[src/rtl/rd_fram_buf_rdctl_if.sv]
// DMA line-fill handshake plus buffer read port of the read-side frame buffer controller.
// The controller uses the master modport; the DMA/buffer side uses slave.
interface rd_fram_buf_rdctl_if #(
  parameter int ADDR_WIDTH = 12,
  parameter int DATA_WIDTH = 32
);
  logic                  line_req;
  logic                  line_bank;
  logic [10:0]           line_num;
  logic                  line_ack;
  logic [ADDR_WIDTH-1:0] rd_addr;
  logic [DATA_WIDTH-1:0] rd_data;

  modport master (
    output line_req, line_bank, line_num, rd_addr,
    input  line_ack, rd_data
  );

  modport slave (
    input  line_req, line_bank, line_num, rd_addr,
    output line_ack, rd_data
  );
endinterface

[src/rtl/rd_fram_buf_rdctl.sv]
// Ping-pong read controller: requests line fills from the DMA and reads pixels in step with DE.
// Optional macro RD_FRAM_BUF_RDCTL_UFCNT_EN adds a saturating underflowed-line counter.
module rd_fram_buf_rdctl #(
  parameter int H_ACT      = 1920,
  parameter int V_ACT      = 1080,
  parameter int ADDR_WIDTH = 12,
  parameter int DATA_WIDTH = 32
) (
  input  logic                  rd_clk,
  input  logic                  rd_rst,
  input  logic                  vs_in,
  input  logic                  de_in,
  rd_fram_buf_rdctl_if.master   bus,
  output logic                  pix_de,
  output logic [DATA_WIDTH-1:0] pix_data,
  output logic                  vs_out,
  output logic                  underflow
`ifdef RD_FRAM_BUF_RDCTL_UFCNT_EN
  ,
  output logic [15:0]           underflow_cnt
`endif
);

  typedef enum logic [1:0] {IDLE, REQ, WAIT_ACK} state_t;

  localparam logic [10:0] COL_LAST = 11'(H_ACT - 1);
  localparam logic [10:0] LINES    = 11'(V_ACT);

  state_t      state_q, state_d;
  logic [10:0] req_line_q, req_line_d;
  logic        discard_q, discard_d;

  logic        vs_q, de_q, pix_de_q;
  logic [1:0]  bank_ready_q, bank_ready_d;
  logic        bank_sel_q, bank_sel_d;
  logic [10:0] rd_line_q, rd_line_d;
  logic [11:0] addr_q, addr_d;
  logic        line_uf_q, line_uf_d;
  logic        underflow_q, underflow_d;

  logic frame_start, de_rise, de_fall, ack_take, line_in_range, rd_bank, uf_flag;

  assign frame_start   = vs_in & ~vs_q;
  assign de_rise       = de_in & ~de_q;
  assign de_fall       = ~de_in & de_q;
  assign ack_take      = (state_q == WAIT_ACK) & bus.line_ack & ~discard_q & ~frame_start;
  assign line_in_range = frame_start | (rd_line_q < LINES);
  // A frame start coinciding with DE rise restarts on bank 0 with nothing ready.
  assign rd_bank       = frame_start ? 1'b0 : bank_sel_q;
  assign uf_flag       = de_rise & line_in_range & (frame_start | ~bank_ready_q[bank_sel_q]);

  // Request FSM: state register
  always_ff @(posedge rd_clk or posedge rd_rst) begin
    if (rd_rst) begin
      state_q    <= IDLE;
      req_line_q <= '0;
      discard_q  <= 1'b0;
    end else begin
      state_q    <= state_d;
      req_line_q <= req_line_d;
      discard_q  <= discard_d;
    end
  end

  // Request FSM: next state
  always_comb begin
    state_d    = state_q;
    req_line_d = req_line_q;
    discard_d  = discard_q;
    if (frame_start) begin
      req_line_d = '0;
      // An in-flight fill belongs to the old frame; swallow its ack before restarting.
      if (state_q == WAIT_ACK && !bus.line_ack) begin
        state_d   = WAIT_ACK;
        discard_d = 1'b1;
      end else begin
        state_d   = REQ;
        discard_d = 1'b0;
      end
    end else begin
      case (state_q)
        IDLE: state_d = IDLE;
        REQ: begin
          if (req_line_q == LINES)                state_d = IDLE;
          else if (!bank_ready_q[req_line_q[0]])  state_d = WAIT_ACK;
        end
        WAIT_ACK: begin
          if (bus.line_ack) begin
            state_d   = REQ;
            discard_d = 1'b0;
            if (!discard_q) req_line_d = req_line_q + 11'd1;
          end
        end
        default: state_d = IDLE;
      endcase
    end
  end

  // Request FSM: outputs
  always_comb begin
    bus.line_req  = (state_q == WAIT_ACK) & ~discard_q;
    bus.line_bank = req_line_q[0];
    bus.line_num  = req_line_q;
  end

  // Read side: registers
  always_ff @(posedge rd_clk or posedge rd_rst) begin
    if (rd_rst) begin
      vs_q         <= 1'b0;
      de_q         <= 1'b0;
      pix_de_q     <= 1'b0;
      bank_ready_q <= 2'b00;
      bank_sel_q   <= 1'b0;
      rd_line_q    <= '0;
      addr_q       <= '0;
      line_uf_q    <= 1'b0;
      underflow_q  <= 1'b0;
    end else begin
      vs_q         <= vs_in;
      de_q         <= de_in;
      pix_de_q     <= de_in;
      bank_ready_q <= bank_ready_d;
      bank_sel_q   <= bank_sel_d;
      rd_line_q    <= rd_line_d;
      addr_q       <= addr_d;
      line_uf_q    <= line_uf_d;
      underflow_q  <= underflow_d;
    end
  end

  // Read side: next state
  always_comb begin
    bank_ready_d = bank_ready_q;
    bank_sel_d   = bank_sel_q;
    rd_line_d    = rd_line_q;
    addr_d       = addr_q;
    line_uf_d    = line_uf_q;
    if (ack_take) bank_ready_d[req_line_q[0]] = 1'b1;
    if (de_fall && line_in_range) begin
      bank_ready_d[bank_sel_q] = 1'b0;
      bank_sel_d               = ~bank_sel_q;
      rd_line_d                = rd_line_q + 11'd1;
    end
    if (frame_start) begin
      bank_ready_d = 2'b00;
      bank_sel_d   = 1'b0;
      rd_line_d    = '0;
    end
    if (de_rise) begin
      addr_d    = {rd_bank, 11'd0};
      line_uf_d = frame_start | ~line_in_range | ~bank_ready_q[bank_sel_q];
    end else if (de_in && addr_q[10:0] != COL_LAST) begin
      // col stays below 2047 here, so the increment never carries into the bank bit
      addr_d = addr_q + 12'd1;
    end
    underflow_d = (underflow_q & ~frame_start) | uf_flag;
  end

  // The address is presented combinationally so the RAM's own output register
  // supplies the single cycle of de_in -> pix_data latency.
  assign bus.rd_addr = ADDR_WIDTH'(addr_d);
  assign pix_de      = pix_de_q;
  assign pix_data    = (pix_de_q && !line_uf_q) ? bus.rd_data : '0;
  assign vs_out      = vs_q;
  assign underflow   = underflow_q;

`ifdef RD_FRAM_BUF_RDCTL_UFCNT_EN
  logic [15:0] uf_cnt_q;

  always_ff @(posedge rd_clk or posedge rd_rst) begin
    if (rd_rst)                              uf_cnt_q <= '0;
    else if (uf_flag && uf_cnt_q != 16'hFFFF) uf_cnt_q <= uf_cnt_q + 16'd1;
  end

  assign underflow_cnt = uf_cnt_q;
`endif

endmodule

[src/flat_wrapper.sv]
// flat-port wrapper written by rule: the top's interface ports become plain ports
module rd_fram_buf_rdctl_flat 
#(
  parameter int H_ACT      = 1920,
  parameter int V_ACT      = 1080,
  parameter int ADDR_WIDTH = 12,
  parameter int DATA_WIDTH = 32
)
  (rd_clk, rd_rst, vs_in, de_in, pix_de, pix_data, vs_out, underflow, bus_line_req, bus_line_bank, bus_line_num, bus_rd_addr, bus_line_ack, bus_rd_data);
  rd_fram_buf_rdctl_if #(.ADDR_WIDTH(ADDR_WIDTH), .DATA_WIDTH(DATA_WIDTH)) bus_i ();
  input  logic rd_clk;
  input  logic rd_rst;
  input  logic vs_in;
  input  logic de_in;
  output logic pix_de;
  output logic [DATA_WIDTH-1:0] pix_data;
  output logic vs_out;
  output logic underflow;
  output wire logic [$bits(bus_i.line_req)-1:0] bus_line_req;
  output wire logic [$bits(bus_i.line_bank)-1:0] bus_line_bank;
  output wire logic [$bits(bus_i.line_num)-1:0] bus_line_num;
  output wire logic [$bits(bus_i.rd_addr)-1:0] bus_rd_addr;
  input wire logic [$bits(bus_i.line_ack)-1:0] bus_line_ack;
  input wire logic [$bits(bus_i.rd_data)-1:0] bus_rd_data;
  assign bus_line_req = bus_i.line_req;
  assign bus_line_bank = bus_i.line_bank;
  assign bus_line_num = bus_i.line_num;
  assign bus_rd_addr = bus_i.rd_addr;
  assign bus_i.line_ack = bus_line_ack;
  assign bus_i.rd_data = bus_rd_data;
  rd_fram_buf_rdctl #(.H_ACT(H_ACT), .V_ACT(V_ACT), .ADDR_WIDTH(ADDR_WIDTH), .DATA_WIDTH(DATA_WIDTH)) u_core (.rd_clk(rd_clk), .rd_rst(rd_rst), .vs_in(vs_in), .de_in(de_in), .bus(bus_i), .pix_de(pix_de), .pix_data(pix_data), .vs_out(vs_out), .underflow(underflow));
endmodule
[config.mk]
export PLATFORM = sky130hd
export DESIGN_NAME = rd_fram_buf_rdctl_flat
export DESIGN_NICKNAME = d
export VERILOG_FILES = /design/src/rtl/rd_fram_buf_rdctl_if.sv /design/src/rtl/rd_fram_buf_rdctl.sv /design/src/flat_wrapper.sv
export SDC_FILE = /design/constraint.sdc
export NUM_CORES = 1
export LEC_CHECK = 0
export ABC_AREA = 1
export ABC_CLOCK_PERIOD_IN_PS = 3230
export CORE_MARGIN = 2
export CORE_UTILIZATION = 45
export DETAILED_ROUTE_END_ITERATION = 6
export GPL_ROUTABILITY_DRIVEN = 0
export GPL_TIMING_DRIVEN = 0
export PLACE_DENSITY_LB_ADDON = 0.3
export SYNTH_ARGS = -nofsm -noshare
export SYNTH_HDL_FRONTEND = slang
export SYNTH_SLANG_ARGS = --single-unit
export TNS_END_PERCENT = 30
[constraint.sdc]
create_clock -name rd_clk -period 3.23 [get_ports rd_clk]
set_input_delay 0.8075 -clock rd_clk [delete_from_list [all_inputs] [get_ports rd_clk]]
set_output_delay 0.8075 -clock rd_clk [all_outputs]
set_load 0.05 [all_outputs]
Word-level counts from Yosys, hierarchy flattened
Index checks and enable logic that the tools add are counted.

Bits of input ports: 37. Logic and storage cells: 99. Register bits after elaboration: 44. Output and inout bits: 60.

$lt $le $gt $ge: 5. Equal/unequal tests: 7. Bitwise logic cells: 26. Multiplexer cells: 33. Reduce and logical (&&, ||, !) cells: 14. Add/subtract/negate cells: 3.

Operators with widths (number): $mux 11 (6); $mux 32 (1); $mux 12 (2); $add 11x1->11 const B (2); $mux 2 (8); $mux 1 (13); $add 12x1->12 const B (1); $eq 11x11->1 const B (1); $lt 11x11->1 const B (1); $ne 11x11->1 const B (1); $and 1x1->1 (10); $not 1->1 (8); $logic_and 1x1->1 (6); $reduce_bool 2->1 (3); $or 1x1->1 (5); $lt 1x2->1 const B (2); $ne 4x2->1 const B (1); $pmux 2 s2 (1); $reduce_and 2->1 (2); $ne 3x2->1 const B (1); $reduce_and 3->1 (1); $and 2x2->2 (1); $demux 1 s1 (2); $eq 2x1->1 const B (1); 6 further kinds (8).

Depth between registers and ports, before layout
Gate-level depths: netlist of the first run.

Depth in word-level cells: 9. Mapped depth: 10. Depth with buffers taken out: 10.

Least setup slack after synthesis of the first run
OpenSTA, ideal clock, no wires.

Path kind: in2out. Start point: input vs_in. End point: output bus_rd_addr[11]. Slack: -35 ps. Cell stages on the path: 6. Buffers on the path: 1. Data required time: 2423 ps. Data arrival time: 2457 ps. Path through: inv_1 > nor2_2 > inv_2 > buf_2 > nand2_1 > o21ai_0.

Longest elaborated chain between the ends: 3.

Ends and longest elaborated chain: start, declared (line flat_wrapper.sv:13) `input logic vs_in;`; $and 1x1->1 (line rd_fram_buf_rdctl.sv:43) `assign frame_start = vs_in & ~vs_q;`; $mux 1 (line rd_fram_buf_rdctl.sv:49) `assign rd_bank = frame_start ? 1'b0 : bank_sel_q;`; $mux 12 (line rd_fram_buf_rdctl.sv:149) `if (de_rise) begin`; end, declared (line flat_wrapper.sv:22) `output wire logic [$bits(bus_i.rd_addr)-1:0] bus_rd_addr;`.

Every way passes these cells.

Worst setup path in the final report of the first run
Same ends and word-level chain as after synthesis.

==> results by group, run 1 <==
Power
  • Reg power frac: 44.1%
  • Net switching share of the total power: 33.2%
  • Power per Cell Area: 362 nW/um^2
  • Total power: 1430 uW
  • P_int: 956 uW
  • Leakage: 0.00232 uW
  • Combinational power share: 26.8%
  • Clock power frac: 29.2%
  • Net switching power: 476 uW
  • Max VDD drop: 0.000378 V

Route
  • Vias: 2906
  • Drt total wl: 7150 um
  • Post-DRT Antenna Nets: 0
  • # DRC: 0
  • DR WL/cell: 12.1 um
  • 1st-pass router iterations: 5
  • DRT iter0 DRCs: 203
  • Vias/cell: 4.93

Placement
  • Post-DP HPWL: 5320 um
  • DP Worst Slack: -0.739 ns
  • Placed cell area: 3830 um^2
  • PortBufs: 96
  • Dpl cells: 580

Yosys
  • Synth Instances: 408
  • Avg Cell Area, Syn: 6.76 um^2
  • Yosys cell types: 30
  • Synthesized netlist net count: 452
  • Seq/Total Area, Yosys: 39.9%
  • Yosys Warn Count: 0
  • Syn Std Cell Area: 2760 um^2
  • Synthesis-stage register bit count: 44

Setup path
  • Critical path's largest stage delay: 0.48 ns
  • WP data arrival: 2.34 ns
  • CP Capture Type: output pin
  • Critical path, cell by cell: clkdlybuf4s50_1 > inv_1 > nor2_4 > inv_2 > clkbuf_4 > nand2_1 > o21ai_1 > clkbuf_4
  • Crit Path Class: in -> out
  • Most frequent CP cell: clkbuf_4
  • Required time of the critical path: 2.42 ns
  • CP max stage cell: clkdlybuf4s50_1
  • Crit start category: primary input
  • Max FO, Critical Path: 10

Clock network
  • Max Buffers Root-to-Sink: 2
  • CTS Buf Count: 5
  • CTS root buf: clkbuf_8
  • Sink Count: 44
  • Worst-skew pair later-pin latency: 0.30 ns
  • CTS tree: done
  • Hold buffer count at CTS: 0
  • H-tree depth: 2
  • Clock transition at path regs: 0.08 ns

Global route
  • Global-route wire length before repair: 11500 um
  • Number of antenna violations at the first check in global routing: 0
  • GRT Total Usage: 21.7%
  • Largest net degree at the start of global routing: 40
  • GRT overflow: 0
  • Vias in the first global route: 2658

Timing
  • RSZ-0062 raised after global routing: yes
  • Final setup viols: 0
  • Final Hold Viols: 0
  • Final WS setup: 0.0830 ns
  • FMAX: 0.318 GHz
  • Max-slew violation count: 0
  • Final Critical Period: 3.15 ns
  • Worst Skew: 0.00572 ns
  • Least-Margin Pin Slew: 0.532 ns
  • Period utilization: 97.4%
  • Rel. slew slack: 64.7%

Layout
  • Antenna diodes: 0
  • Area growth syn-to-layout: 43.3%
  • Share of layout cells above drive strength 1: 7.78%
  • Nets: 557
  • Final Non-Filler Cells: 589
  • Design Area, Final: 3950 um^2

Die
  • Initial Util: 46.6%
  • Rows: 28
  • Ports: 97
  • Die Area: 6770 um^2
  • Die Y-Extent: 82.3 um
  • Core ar.: 5920 um^2
  • Chip width: 82.3 um

Run status
  • Status: completed

Job
  • Max-cap violations: 0

Hold path
  • Hold Crit Class: reg -> reg
[cell families after synthesis]
kind of cell	share of synthesized area, %
and+or+nand+nor	33.0
buffers and inverters	12.6
AOI/OAI and AO/OA	9.71
DFF	39.9
adders and majority gates	3.17
xor gates and xnor gates	1.59
[layout make-up]
class / count / area [um^2]
Tap cell: 75 / 93.8
Inverter: 81 / 304
Timing Repair Buffer: 98 / 980
Fill cell: 507 / 1970
Multi-Input combinational cell: 275 / 1320
Clock inverter: 2 / 35.0
Clock buffer: 6 / 72.6
Sequential cell: 44 / 1100
Buffer: 8 / 46.3
[metrics by stage]
step,util (%),hold WS (ns),TNS (ns)
global route,66.8,0.552,-0.0496
detailed placement,64.8,0.514,-5.59
CTS,66.6,0.526,-0.0238
finish,66.8,0.520,0
floorplan,-,0.481,0
global placement,64.4,0.501,-5.51
[synth_stat cells, drive strengths merged]
master,count,area (um^2)
nor2,81,324
nand2,86,328
or2,2,12.5
dfrtp,44,1100
nand4,15,93.8
a22oi,1,7.51
nand3,27,140
a31oi,1,6.26
o21bai,1,7.51
inv,81,304
o31ai,1,7.51
a21oi,16,80.1
xor2,4,35.0
o21ai,28,140
nor3b,1,7.51
nor3,1,5.00
xnor2,1,8.76
buf,4,28.8
ha,7,87.6
a21boi,2,18.8
clkbuf,4,15.0
[path summary, 6_finish.rpt]
path | from | endpoint | slack [ns] | cells past startpoint
setup reg to reg | u_core.addr_q[0]$_DFF_PP0_ | u_core.addr_q[9]$_DFF_PP0_ | 1.59 | 8
min in group asynchronous | rd_rst | u_core.addr_q[2]$_DFF_PP0_ | 0.73 | 2
setup / recovery | vs_in | bus_rd_addr[11] | 0.08 | 8
hold / removal | u_core.bus.line_num[4]$_DFFE_PP0P_ | u_core.bus.line_num[4]$_DFFE_PP0P_ | 0.52 | 1
hold reg to reg | u_core.bus.line_num[4]$_DFFE_PP0P_ | u_core.bus.line_num[4]$_DFFE_PP0P_ | 0.52 | 1
max in group asynchronous | rd_rst | u_core.line_uf_q$_DFFE_PP0P_ | 2.07 | 3
[state kept, by name, summed over array words and instances (netlist names)]
name and flops:
u_core.bus.line_num 11, u_core.addr_q 12, u_core.discard_q 1, u_core.vs_out 1, u_core.bank_ready_q 2, u_core.de_q 1
u_core.state_q 2, u_core.bank_sel_q 1, u_core.underflow 1, u_core.line_uf_q 1, u_core.rd_line_q 11
[cells in the final DEF, fill, tap and decap left out, types with 2 or more instances in the layout]
| cell | synthesis | final |
|---|---|---|
| inv_1 | 78 | 76 |
| nand4_1 | 15 | 15 |
| nor2_4 | 2 | 4 |
| clkbuf_4 | 0 | 3 |
| nand2_1 | 84 | 84 |
| clkbuf_2 | 0 | 2 |
| buf_2 | 2 | 8 |
| dlygate4sd2_1 | 0 | 9 |
| o21ai_1 | 2 | 3 |
| nand3_1 | 26 | 26 |
| a21oi_1 | 16 | 16 |
| nor2_1 | 77 | 77 |
| dlymetal6s2s_1 | 0 | 21 |
| xor2_1 | 4 | 4 |
| clkbuf_8 | 0 | 5 |
| buf_4 | 1 | 2 |
| nand2_2 | 2 | 2 |
| clkdlybuf4s50_1 | 0 | 54 |
| ha_1 | 7 | 7 |
| o21ai_0 | 26 | 25 |
| dfrtp_1 | 44 | 44 |
| or2_2 | 2 | 2 |
| clkbuf_1 | 4 | 5 |
| inv_2 | 3 | 5 |
[power by group through the flow]
| stage | Clock, uW | Sequential, uW | Combinational (uW) |
|---|---|---|---|
| 6_report | 418 | 631 | 383 |
| 2_1_floorplan | 0 | 660 | 224 |
| 5_1_grt | 451 | 638 | 422 |
| 4_1_cts | 430 | 631 | 390 |
| 3_3_place_gp | 0 | 638 | 385 |
| 3_5_place_dp | 0 | 640 | 396 |
[worst max-delay path, delay by kind of cell]
family                 cells  cell delay, ns
AO/OA/AOI/OAI              1            0.10
buffers and inverters      5            1.11
AND/OR/NAND/NOR            2            0.33
[routing by layer]
| layer | share of wire, % | global-route usage [%] |
|---|---|---|
| met3 | 8.1 | 4.89 |
| met4 | 1.1 | 6.50 |
| met5 | 0 | 0 |
| met1 | 42 | 26.1 |
| met2 | 49 | 38.5 |
[timing repair]
| action | CTS | global route |
|---|---|---|
| endpoints found under the setup margin | 12 | 33 |
| gates resized for setup | 51 | 40 |
| pin swaps | 1 | 0 |
| setup buffers | 1 | 0 |
No activity file was read; power rests on OpenSTA's default activity.
==> inputs of run 2 (changes only) <==
--- a/config.mk
+++ b/config.mk
@@ -5,7 +5,7 @@
 export SDC_FILE = /design/constraint.sdc
 export NUM_CORES = 1
 export LEC_CHECK = 0
-export ABC_AREA = 1
+export ABC_AREA = 0
 export ABC_CLOCK_PERIOD_IN_PS = 3230
 export CORE_MARGIN = 2
 export CORE_UTILIZATION = 45
==> run 2 against run 1 <==
Clock skew about the same. Critical path type unchanged. Count of clock-buffer cells in the layout up 2. Clock power down 14%. Maximum frequency down 0.90%. Core utilization down 0.27 points.
==> results by group, run 2 <==
Layout
  • Antenna diodes: 0 (unchanged)
  • Area growth syn-to-layout: 43.0%
  • Design Area, Final: 3660 um^2 (-7.4%)
  • Nets: 433 (-22%)
  • Largest Register: u_core.addr_q
  • Most frequent cells in the layout: 52 x clkdlybuf4s50_1, 44 x dfrtp_1, 33 x and2_1
  • Max FFs per register: 12 (unchanged)
  • Final Non-Filler Cells: 462 (-22%)
  • Most common library cell in the layout ignoring fill and taps: clkdlybuf4s50_1
  • Share of layout cells above drive strength 1: 17.4% (+9.7 points)

Yosys
  • FFs w/ async S/R, synth: 100% (unchanged)
  • Leading area contributor after synthesis: dfrtp_1
  • Compound-Gate Fraction of Synth Area: 15.3% (+5.6 points)
  • Seq/Total Area, Yosys: 43.0% (+3.1 points)
  • Synth Area in XOR/XNOR: 4.45% (+2.9 points)
  • Post-Synth Simple-Gate Area: 28.6% (-4.4 points)
  • Synthesized netlist net count: 327 (-28%)
  • Adder-cell share of the synthesized area: 3.42% (+0.25 points)
  • Top cells by area, synth: dfrtp_1 43%, and2_1 8.1%, a21oi_1 3.5%
  • Post-synth EDFFs: 0 (unchanged)
  • Avg Cell Area, Syn: 9.05 um^2 (+34%)
  • Synth top cells by count: 44 x dfrtp_1, 33 x and2_1, 24 x nand2_1
  • Synth Instances: 283 (-31%)
  • Primary FF master, synth: dfrtp_1
  • Largest family of logic cells by synthesized area: simple AND/OR/NAND/NOR gates
  • Yosys cell types: 48 (+60%)
  • Top-area cell type share of the netlist area: 43.0% (+3.1 points)
  • Yosys Warn Count: 0 (unchanged)
  • Syn Std Cell Area: 2560 um^2 (-7.2%)
  • Multiplexer area fraction after synthesis: 1.61% (+1.6 points)
  • Synthesis-stage register bit count: 44 (unchanged)
  • Top-count cell post-synth: dfrtp_1

Job
  • Max-cap violations: 0 (unchanged)

Setup path
  • WP data arrival: 2.37 ns (+0.03 ns)
  • Crit start category: primary input
  • Max FO, Critical Path: 10 (unchanged)
  • CP Capture Type: output pin
  • Crit Path Class: in -> out
  • Required time of the critical path: 2.42 ns (about the same)

Route
  • 1st-pass router iterations: 4 (-1)
  • Post-DRT Antenna Nets: 0 (unchanged)
  • Drt total wl: 6860 um (-4.0%)
  • Vias/cell: 5.45 (+11%)
  • DR WL/cell: 14.9 um (+22%)
  • DRT iter0 DRCs: 147 (-28%)
  • # DRC: 0 (unchanged)
  • Vias: 2519 (-13%)

Timing
  • Worst Skew: 0.00549 ns (-0.000231 ns)
  • FMAX: 0.315 GHz (-0.90%)
  • Final WS setup: 0.0543 ns (-0.0287 ns)
  • Least-Margin Pin Slew: 0.519 ns (-0.0131 ns)
  • Max-slew violation count: 0 (unchanged)
  • RSZ-0062 raised after global routing: yes
  • Rel. slew slack: 65.4% (+0.68 points)
  • Setup TNS Final: 0 ns (unchanged)
  • Period utilization: 98.3% (+0.89 points)
  • Final setup viols: 0 (unchanged)
  • Final Critical Period: 3.18 ns (+0.0287 ns)
  • Final Hold Viols: 0 (unchanged)

Global route
  • Number of antenna violations at the first check in global routing: 0 (unchanged)
  • Vias in the first global route: 2340 (-12%)
  • Global-route wire length before repair: 10900 um (-4.7%)
  • GRT Total Usage: 21.7% (-0.037 points)
  • GRT overflow: 0 (unchanged)
  • Largest net degree at the start of global routing: 37 (-7.5%)

Clock network
  • Clock transition at path regs: 0.08 ns (about the same)
  • Worst-skew pair later-pin latency: 0.30 ns (about the same)
  • CTS Buf Count: 5 (unchanged)
  • Hold buffer count at CTS: 0 (unchanged)
  • CTS root buf: clkbuf_8
  • CTS tree: done
  • Sink Count: 44 (unchanged)
  • Max Buffers Root-to-Sink: 2 (unchanged)
  • H-tree depth: 2 (unchanged)

Die
  • Rows: 27 (-3.6%)
  • Initial Util: 46.5% (-0.11 points)
  • Die Y-Extent: 79.4 um (-3.5%)
  • Die Area: 6310 um^2 (-6.9%)
  • Ports: 97 (unchanged)
  • Core ar.: 5510 um^2 (-7.0%)
  • Chip width: 79.4 um (-3.5%)

Placement
  • DP Worst Slack: -1.05 ns (-0.315 ns)
  • Dpl cells: 452 (-22%)
  • PortBufs: 96 (unchanged)
  • Post-DP HPWL: 5040 um (-5.2%)
  • Placed cell area: 3640 um^2 (-5.1%)

Power
  • Leakage: 0.00163 uW (-30%)
  • Power per Cell Area: 432 nW/um^2 (+19%)
  • Total power: 1580 uW (+11%)
  • Max VDD drop: 0.000336 V (-11%)

Run status
  • Status: completed

Hold path
  • Hold Crit Class: reg -> reg
-- run 2: report_power, final --
group	leakage, uW	total (uW)	internal [uW]	switching (uW)
Combinational	0.000991	569	207	362
Clock	0.0000455	360	175	185
Sequential	0.000593	654	598	55.7
-- run 2: repair_timing --
item | CTS | global route
buffers inserted | 2 | 0
hold endpoints to repair | 0 | 0
pin swaps | 2 | 1
resized for setup | 86 | 65
setup endpoints to repair | 42 | 39
-- run 2: logic make-up (layout without fill, tap and decap cells) --
| group | Yosys count | after routing |
|---|---|---|
| flip-flops | 44 | 44 |
| buffers and inverters | 22 | 129 |
| AO/OA/AOI/OAI | 61 | 61 |
| AND/OR/NAND/NOR | 132 | 132 |
| adder cells (fa/ha/maj) | 7 | 7 |
| multiplexers | 4 | 4 |
| XOR/XNOR | 13 | 13 |
-- run 2: worst max-delay path: stages --
cell           delay [ns]
dlygate4sd2_1        0.23
buf_6                0.12
inv_2                0.06
a31o_2               0.24
clkbuf_8             0.16
or4_4                0.48
nand2_2              0.10
buf_8                0.15
-- run 2: area by class of cell --
cell class,instances,area [um^2]
buffer,11,66.3
clock buffer,8,90.1
fill,466,1850
inverter,11,41.3
multi-input combinational,217,1400
sequential,44,1100
tap,72,90.1
timing repair buffer,99,875
-- run 2: through the flow --
step           hold WS, ns  utilization [%]
2_1_floorplan        0.440                -
3_3_place_gp         0.455             65.7
3_5_place_dp         0.468             66.1
4_1_cts              0.486             68.1
5_1_grt              0.529             66.5
6_report             0.492             66.5
-- run 2: final timing paths --
check / from / cells after the start / slack (ns) / to
setup / recovery: de_in / 8 / 0.05 / bus_rd_addr[3]
hold / removal: u_core.line_uf_q$_DFFE_PP0P_ / 2 / 0.49 / u_core.line_uf_q$_DFFE_PP0P_
setup reg to reg: u_core.addr_q[0]$_DFF_PP0_ / 7 / 1.21 / u_core.addr_q[5]$_DFF_PP0_
hold reg to reg: u_core.line_uf_q$_DFFE_PP0P_ / 2 / 0.49 / u_core.line_uf_q$_DFFE_PP0P_
max in group asynchronous: rd_rst / 3 / 2.04 / u_core.addr_q[10]$_DFF_PP0_
min in group asynchronous: rd_rst / 2 / 0.74 / u_core.addr_q[9]$_DFF_PP0_
-- run 2: routing by layer --
metal | GRT usage, % | wire length [um] | part of all wire, %
met5 | 0 | 0 | 0
met4 | 6.55 | 87 | 1.3
met3 | 5.54 | 497 | 7.2
met2 | 36.3 | 3370 | 49
met1 | 27.5 | 2910 | 42
==> inputs of run 3 (changes only) <==
==> constraint.sdc (replaced) <==
create_clock -name rd_clk -period 3.23 [get_ports rd_clk]
set_input_delay 0.969 -clock rd_clk [delete_from_list [all_inputs] [get_ports rd_clk]]
set_output_delay 0.969 -clock rd_clk [all_outputs]
set_load 0.05 [all_outputs]
==> run 3 against run 2 <==
Sequential power is essentially flat. Clock skew up 0.0056 ns. Clock power up 18%. Register-to-register slack gained 0.08 ns. Critical path depth stayed put. Final cell count is 0.87% higher. Hold slack better by 0.021 ns. First-iteration DRC count is 22% lower. Global-route usage is 1.5 points higher. Maximum frequency shrank 1.5%. Setup slack worse by 0.050 ns. Largest cell class unchanged.
==> results by group, run 3 (same netlist as run 2, synthesis figures left out) <==
Power
  • Power per Cell Area: 434 nW/um^2 (+0.29%)
  • Max VDD drop: 0.000394 V (+17%)
  • Leakage: 0.00164 uW (+0.89%)
  • Total power: 1680 uW (+6.2%)

Setup path
  • Max FO, Critical Path: 5 (-5)
  • CP Capture Type: output pin
  • Worst Setup SP: de_in
  • FF-to-FF Start: u_core.rd_line_q[9]$_DFFE_PP0P_
  • Crit start category: primary input
  • Required time of the critical path: 2.26 ns (-0.16 ns)
  • Critical path's largest stage delay: 0.35 ns (-0.13 ns)
  • Crit Path Class: in -> out
  • WP data arrival: 2.26 ns (-0.11 ns)
  • Critical path, cell by cell: buf_6 > buf_8 > inv_8 > a31o_4 > clkbuf_8 > o211ai_1 > o41ai_2 > clkdlybuf4s15_2
  • CP max stage cell: clkdlybuf4s15_2

Die
  • Ports: 97 (unchanged)
  • Initial Util: 46.5% (unchanged)
  • Die Y-Extent: 79.4 um (unchanged)
  • Chip width: 79.4 um (unchanged)
  • Rows: 27 (unchanged)
  • Core ar.: 5510 um^2 (unchanged)
  • Die Area: 6310 um^2 (unchanged)

Route
  • # DRC: 0 (unchanged)
  • Post-DRT Antenna Nets: 0 (unchanged)
  • DRT iter0 DRCs: 114 (-22%)
  • Drt total wl: 7010 um (+2.1%)
  • Vias/cell: 5.42 (-0.54%)
  • Vias: 2527 (+0.32%)
  • DR WL/cell: 15.0 um (+1.3%)
  • 1st-pass router iterations: 4 (unchanged)

Clock network
  • Sink Count: 44 (unchanged)
  • H-tree depth: 2 (unchanged)
  • Clock transition at path regs: 0.08 ns (about the same)
  • CTS tree: done
  • Max Buffers Root-to-Sink: 2 (unchanged)
  • CTS Buf Count: 5 (unchanged)
  • CTS root buf: clkbuf_8
  • Worst-skew pair later-pin latency: 0.30 ns (about the same)
  • Hold buffer count at CTS: 0 (unchanged)

Timing
  • RSZ-0062 raised after global routing: yes
  • Period utilization: 99.9% (+1.5 points)
  • FMAX: 0.310 GHz (-1.5%)
  • Final Critical Period: 3.23 ns (+0.0499 ns)
  • Rel. slew slack: 66.4% (+1.0 points)
  • Max-slew violation count: 0 (unchanged)
  • Worst Skew: 0.0111 ns (+0.00561 ns)
  • Setup TNS Final: 0 ns (unchanged)
  • Final Hold Viols: 0 (unchanged)
  • Final setup viols: 0 (unchanged)
  • Least-Margin Pin Slew: 0.503 ns (-0.0161 ns)
  • Fin Hold WS: 0.514 ns (+0.0213 ns)

Global route
  • GRT Total Usage: 23.2% (+1.5 points)
  • Global-route wire length before repair: 11700 um (+6.6%)
  • Number of antenna violations at the first check in global routing: 0 (unchanged)
  • Vias in the first global route: 2491 (+6.5%)
  • Largest net degree at the start of global routing: 44 (+19%)
  • GRT overflow: 0 (unchanged)

Layout
  • Nets: 437 (+0.92%)
  • Max FFs per register: 12 (unchanged)
  • Most frequent cells in the layout: 50 x clkdlybuf4s50_1, 43 x dfrtp_1, 33 x and2_1
  • Antenna diodes: 0 (unchanged)
  • Fin util: 70.4% (+3.9 points)
  • Most common library cell in the layout ignoring fill and taps: clkdlybuf4s50_1
  • Area growth syn-to-layout: 51.4%
  • Fill cells: 416 (-11%)
  • Largest Register: u_core.addr_q
  • Share of layout cells above drive strength 1: 22.3% (+4.9 points)

Job
  • Max-cap violations: 0 (unchanged)

Hold path
  • Hold Crit Class: reg -> reg
  • HP Start: u_core.line_uf_q$_DFFE_PP0P_

Placement
  • PortBufs: 96 (unchanged)
  • Post-DP HPWL: 5040 um (about the same)

Run status
  • Status: completed
[run 3: worst paths after layout]
check / end / slack [ns] / depth (start not counted)
setup / recovery: bus_rd_addr[4] / 0.004 / 8
hold / removal: u_core.line_uf_q$_DFFE_PP0P_ / 0.51 / 2
setup reg to reg: u_core.rd_line_q[0]$_DFFE_PP0P_ / 1.29 / 5
hold reg to reg: u_core.line_uf_q$_DFFE_PP0P_ / 0.51 / 2
max in group asynchronous: u_core.de_q$_DFF_PP0_ / 1.99 / 3
min in group asynchronous: u_core.vs_out$_DFF_PP0_ / 0.83 / 2
[run 3: repair_timing]
action,CTS,global route
pin swaps,6,4
setup buffers,5,0
resized for setup,153,21
gates cloned,1,0
endpoints found under the setup margin,44,39
[run 3: where the power goes]
| group | switching (uW) | total [uW] | internal (uW) |
|---|---|---|---|
| clock | 197 | 426 | 229 |
| combinational | 373 | 603 | 230 |
| sequential | 53.7 | 652 | 599 |
[run 3: routing by layer]
| metal | track usage [%] | part of all wire, % |
|---|---|---|
| met1 | 28.0 | 42 |
| met2 | 40.3 | 49 |
| met3 | 6.11 | 7.5 |
| met4 | 7.41 | 1.3 |
| met5 | 0 | 0 |
[run 3: worst max-delay path, delay by kind of cell]
kind	cells	cell delay [ns]
AO/OA/AOI/OAI	3	0.56
buffers and inverters	5	0.72
[run 3: stage by stage]
stage               area (um^2)  worst slack [ns]  instances
global route               3880           -0.0284        466
detailed placement         3680             -1.21        452
finish                     3880           0.00441        466
floorplan                  2610            -0.103        283
global placement           3660             -1.22        451
CTS                        3930           -0.0620        466
[run 3: area by class of cell]
| class | count | area, um^2 | area share (%) |
|---|---|---|---|
| multi-input cells | 217 | 1460 | 37.8 |
| flip-flops and latches | 44 | 1100 | 28.4 |
| repair buffers | 103 | 990 | 25.5 |
| well taps | 72 | 90.1 | 2.32 |
| plain buffers | 11 | 70.1 | 1.81 |
| clock buffers | 5 | 68.8 | 1.78 |
| inverters | 11 | 48.8 | 1.26 |
| clock inverters | 3 | 42.5 | 1.10 |
==> patch, RTL diff (flow settings as in run 3) <==
Register the output `underflow` once more, cleared by the reset; this adds one clock of latency there. The other outputs are not delayed to match.
--- a/src/rtl/rd_fram_buf_rdctl.sv
+++ b/src/rtl/rd_fram_buf_rdctl.sv
@@ -162,7 +162,13 @@
   assign pix_de      = pix_de_q;
   assign pix_data    = (pix_de_q && !line_uf_q) ? bus.rd_data : '0;
   assign vs_out      = vs_q;
-  assign underflow   = underflow_q;
+  always_ff @(posedge rd_clk or posedge rd_rst) begin
+    if (rd_rst) begin
+      underflow <= '0;
+    end else begin
+      underflow <= underflow_q;
+    end
+  end
 
 `ifdef RD_FRAM_BUF_RDCTL_UFCNT_EN
   logic [15:0] uf_cnt_q;
Behaviour: not the same (Yosys sat finds a counterexample within 4 cycles, from zero or initial values and one cycle with rd_rst high).
==> patch against run 3 <==
Sequential cell count grew 1. Synthesized cell count grew 0.71%. Clock power down 10%. Setup slack about the same. Via count shrank 0.28%. Largest cell class unchanged. Area after synthesis up 1.4%. Count of clock-buffer cells in the layout grew 2. Critical endpoint is now bus_rd_addr[9]. Wire length grew 1.8%. Sequential share of layout area shrank 0.14 points. Power rose by 0.57%. Hold slack lost 0.12 ns. Highest routed layer unchanged. Cell area grew 2.7%. Combinational power up 5.0%.
==> patch: results (changes against run 3) <==
SETUP PATH
-----------------------------------------------------------------------------------------------------
CP max-delay cell                                                                        sky130_fd_sc_hd__or4_4
CP delay by family, top                                                                  simple AND/OR/NAND/NOR gates
CP max stage delay                                                                            0.52 ns   +0.17 ns
Source of the worst register-to-register timing path                                     u_core.bus.line_num[0]$_DFFE_PP0P_

GRT
-----------------------------------------------------------------------------------------------------
Global-route track usage on met1                                                                29.6%   +1.6 points
Met3 Resource Use GR                                                                            4.52%   -1.6 points
Global-route wire length before repair                                                        11.4 mm   -2.6%

LOGIC SYNTHESIS
-----------------------------------------------------------------------------------------------------
Most area-consuming cells after synthesis                                                sky130_fd_sc_hd__dfrtp_1 43%, sky130_fd_sc_hd__and2_1 8.0%, sky130_fd_sc_hd__nand2_1 3.6%
Ranking of synthesized cells by instance count                                           45 x sky130_fd_sc_hd__dfrtp_1, 33 x sky130_fd_sc_hd__and2_1, 25 x sky130_fd_sc_hd__nand2_1, 21 x sky130_fd_sc_hd__nor2_1, 16 x sky130_fd_sc_hd__a21oi_1
Xor/xnor cell area share of the yosys netlist                                                   4.05%   -0.40 points
Mux share of post-synthesis cell area                                                           1.59%   -0.022 points
Post-synthesis share of cell area spent on full adders, half adders and majority gates          3.38%   -0.046 points
Post-synthesis cell count                                                                         285   +0.71%

FINAL LAYOUT
-----------------------------------------------------------------------------------------------------
Share of layout cells above drive strength 1                                                    23.5%   +1.2 points
Filler instances                                                                                  409   -1.7%

POWER
-----------------------------------------------------------------------------------------------------
Power per unit of standard cell area                                                      425 nW/um^2   -2.1%
Worst IR Drop VDD                                                                              394 uV   +0.16%
Cell leakage power                                                                            1.68 nW   +2.4%
Clock power frac                                                                                22.6%   -2.7 points

WORST HOLD PATH
-----------------------------------------------------------------------------------------------------
Hold depth                                                                                          0   -2
Worst hold path endpoint                                                                 u_core.underflow$_DFF_PP0_

RUN STATUS
-----------------------------------------------------------------------------------------------------
Outcome                                                                                     completed

DETAILED ROUTING
-----------------------------------------------------------------------------------------------------
Met2 wire len                                                                                 3.70 mm   +6.8%
Average wire per standard cell                                                                15.3 um   +1.6%
Wire length on met3                                                                            307 um   -42%

PLACED DESIGN
-----------------------------------------------------------------------------------------------------
Pre-CTS setup slack                                                                          -1.22 ns   -0.0103 ns
HPWL reported at the end of detailed placement                                                5.20 mm   +3.2%
Post-detailed-placement cell area                                                           3720 um^2   +1.2%

STA
-----------------------------------------------------------------------------------------------------
Share of the cycle needed by the critical path after routing                                    99.9%   about the same

patch: changes by cell type after synthesis, moves of 2 or more:
cell	change
sky130_fd_sc_hd__nand4_1	+2
sky130_fd_sc_hd__xnor2_1	-2
sky130_fd_sc_hd__or4_1	-2
sky130_fd_sc_hd__and3_1	+2
sky130_fd_sc_hd__a31o_2	+2
sky130_fd_sc_hd__a21oi_1	-2
patch: area by class of cell:
| cell class | count | area, um^2 | area share, % |
|---|---|---|---|
| buffer | 10 | 67.6 | 1.70 |
| tap | 72 | 90.1 | 2.26 |
| sequential | 45 | 1130 | 28.3 |
| clock inverter | 1 | 5.00 | 0.126 |
| clock buffer | 7 | 96.3 | 2.42 |
| timing repair buffer | 103 | 1040 | 26.2 |
| inverter | 11 | 48.8 | 1.23 |
| multi-input combinational | 218 | 1500 | 37.8 |
patch: timing repair:
action / CTS / global route
resized for setup: 165 / 18
hold endpoints to repair: 0 / 0
pin swaps: 7 / 1
cloned: 1 / 0
setup endpoints to repair: 44 / 39
setup buffers: 5 / 0
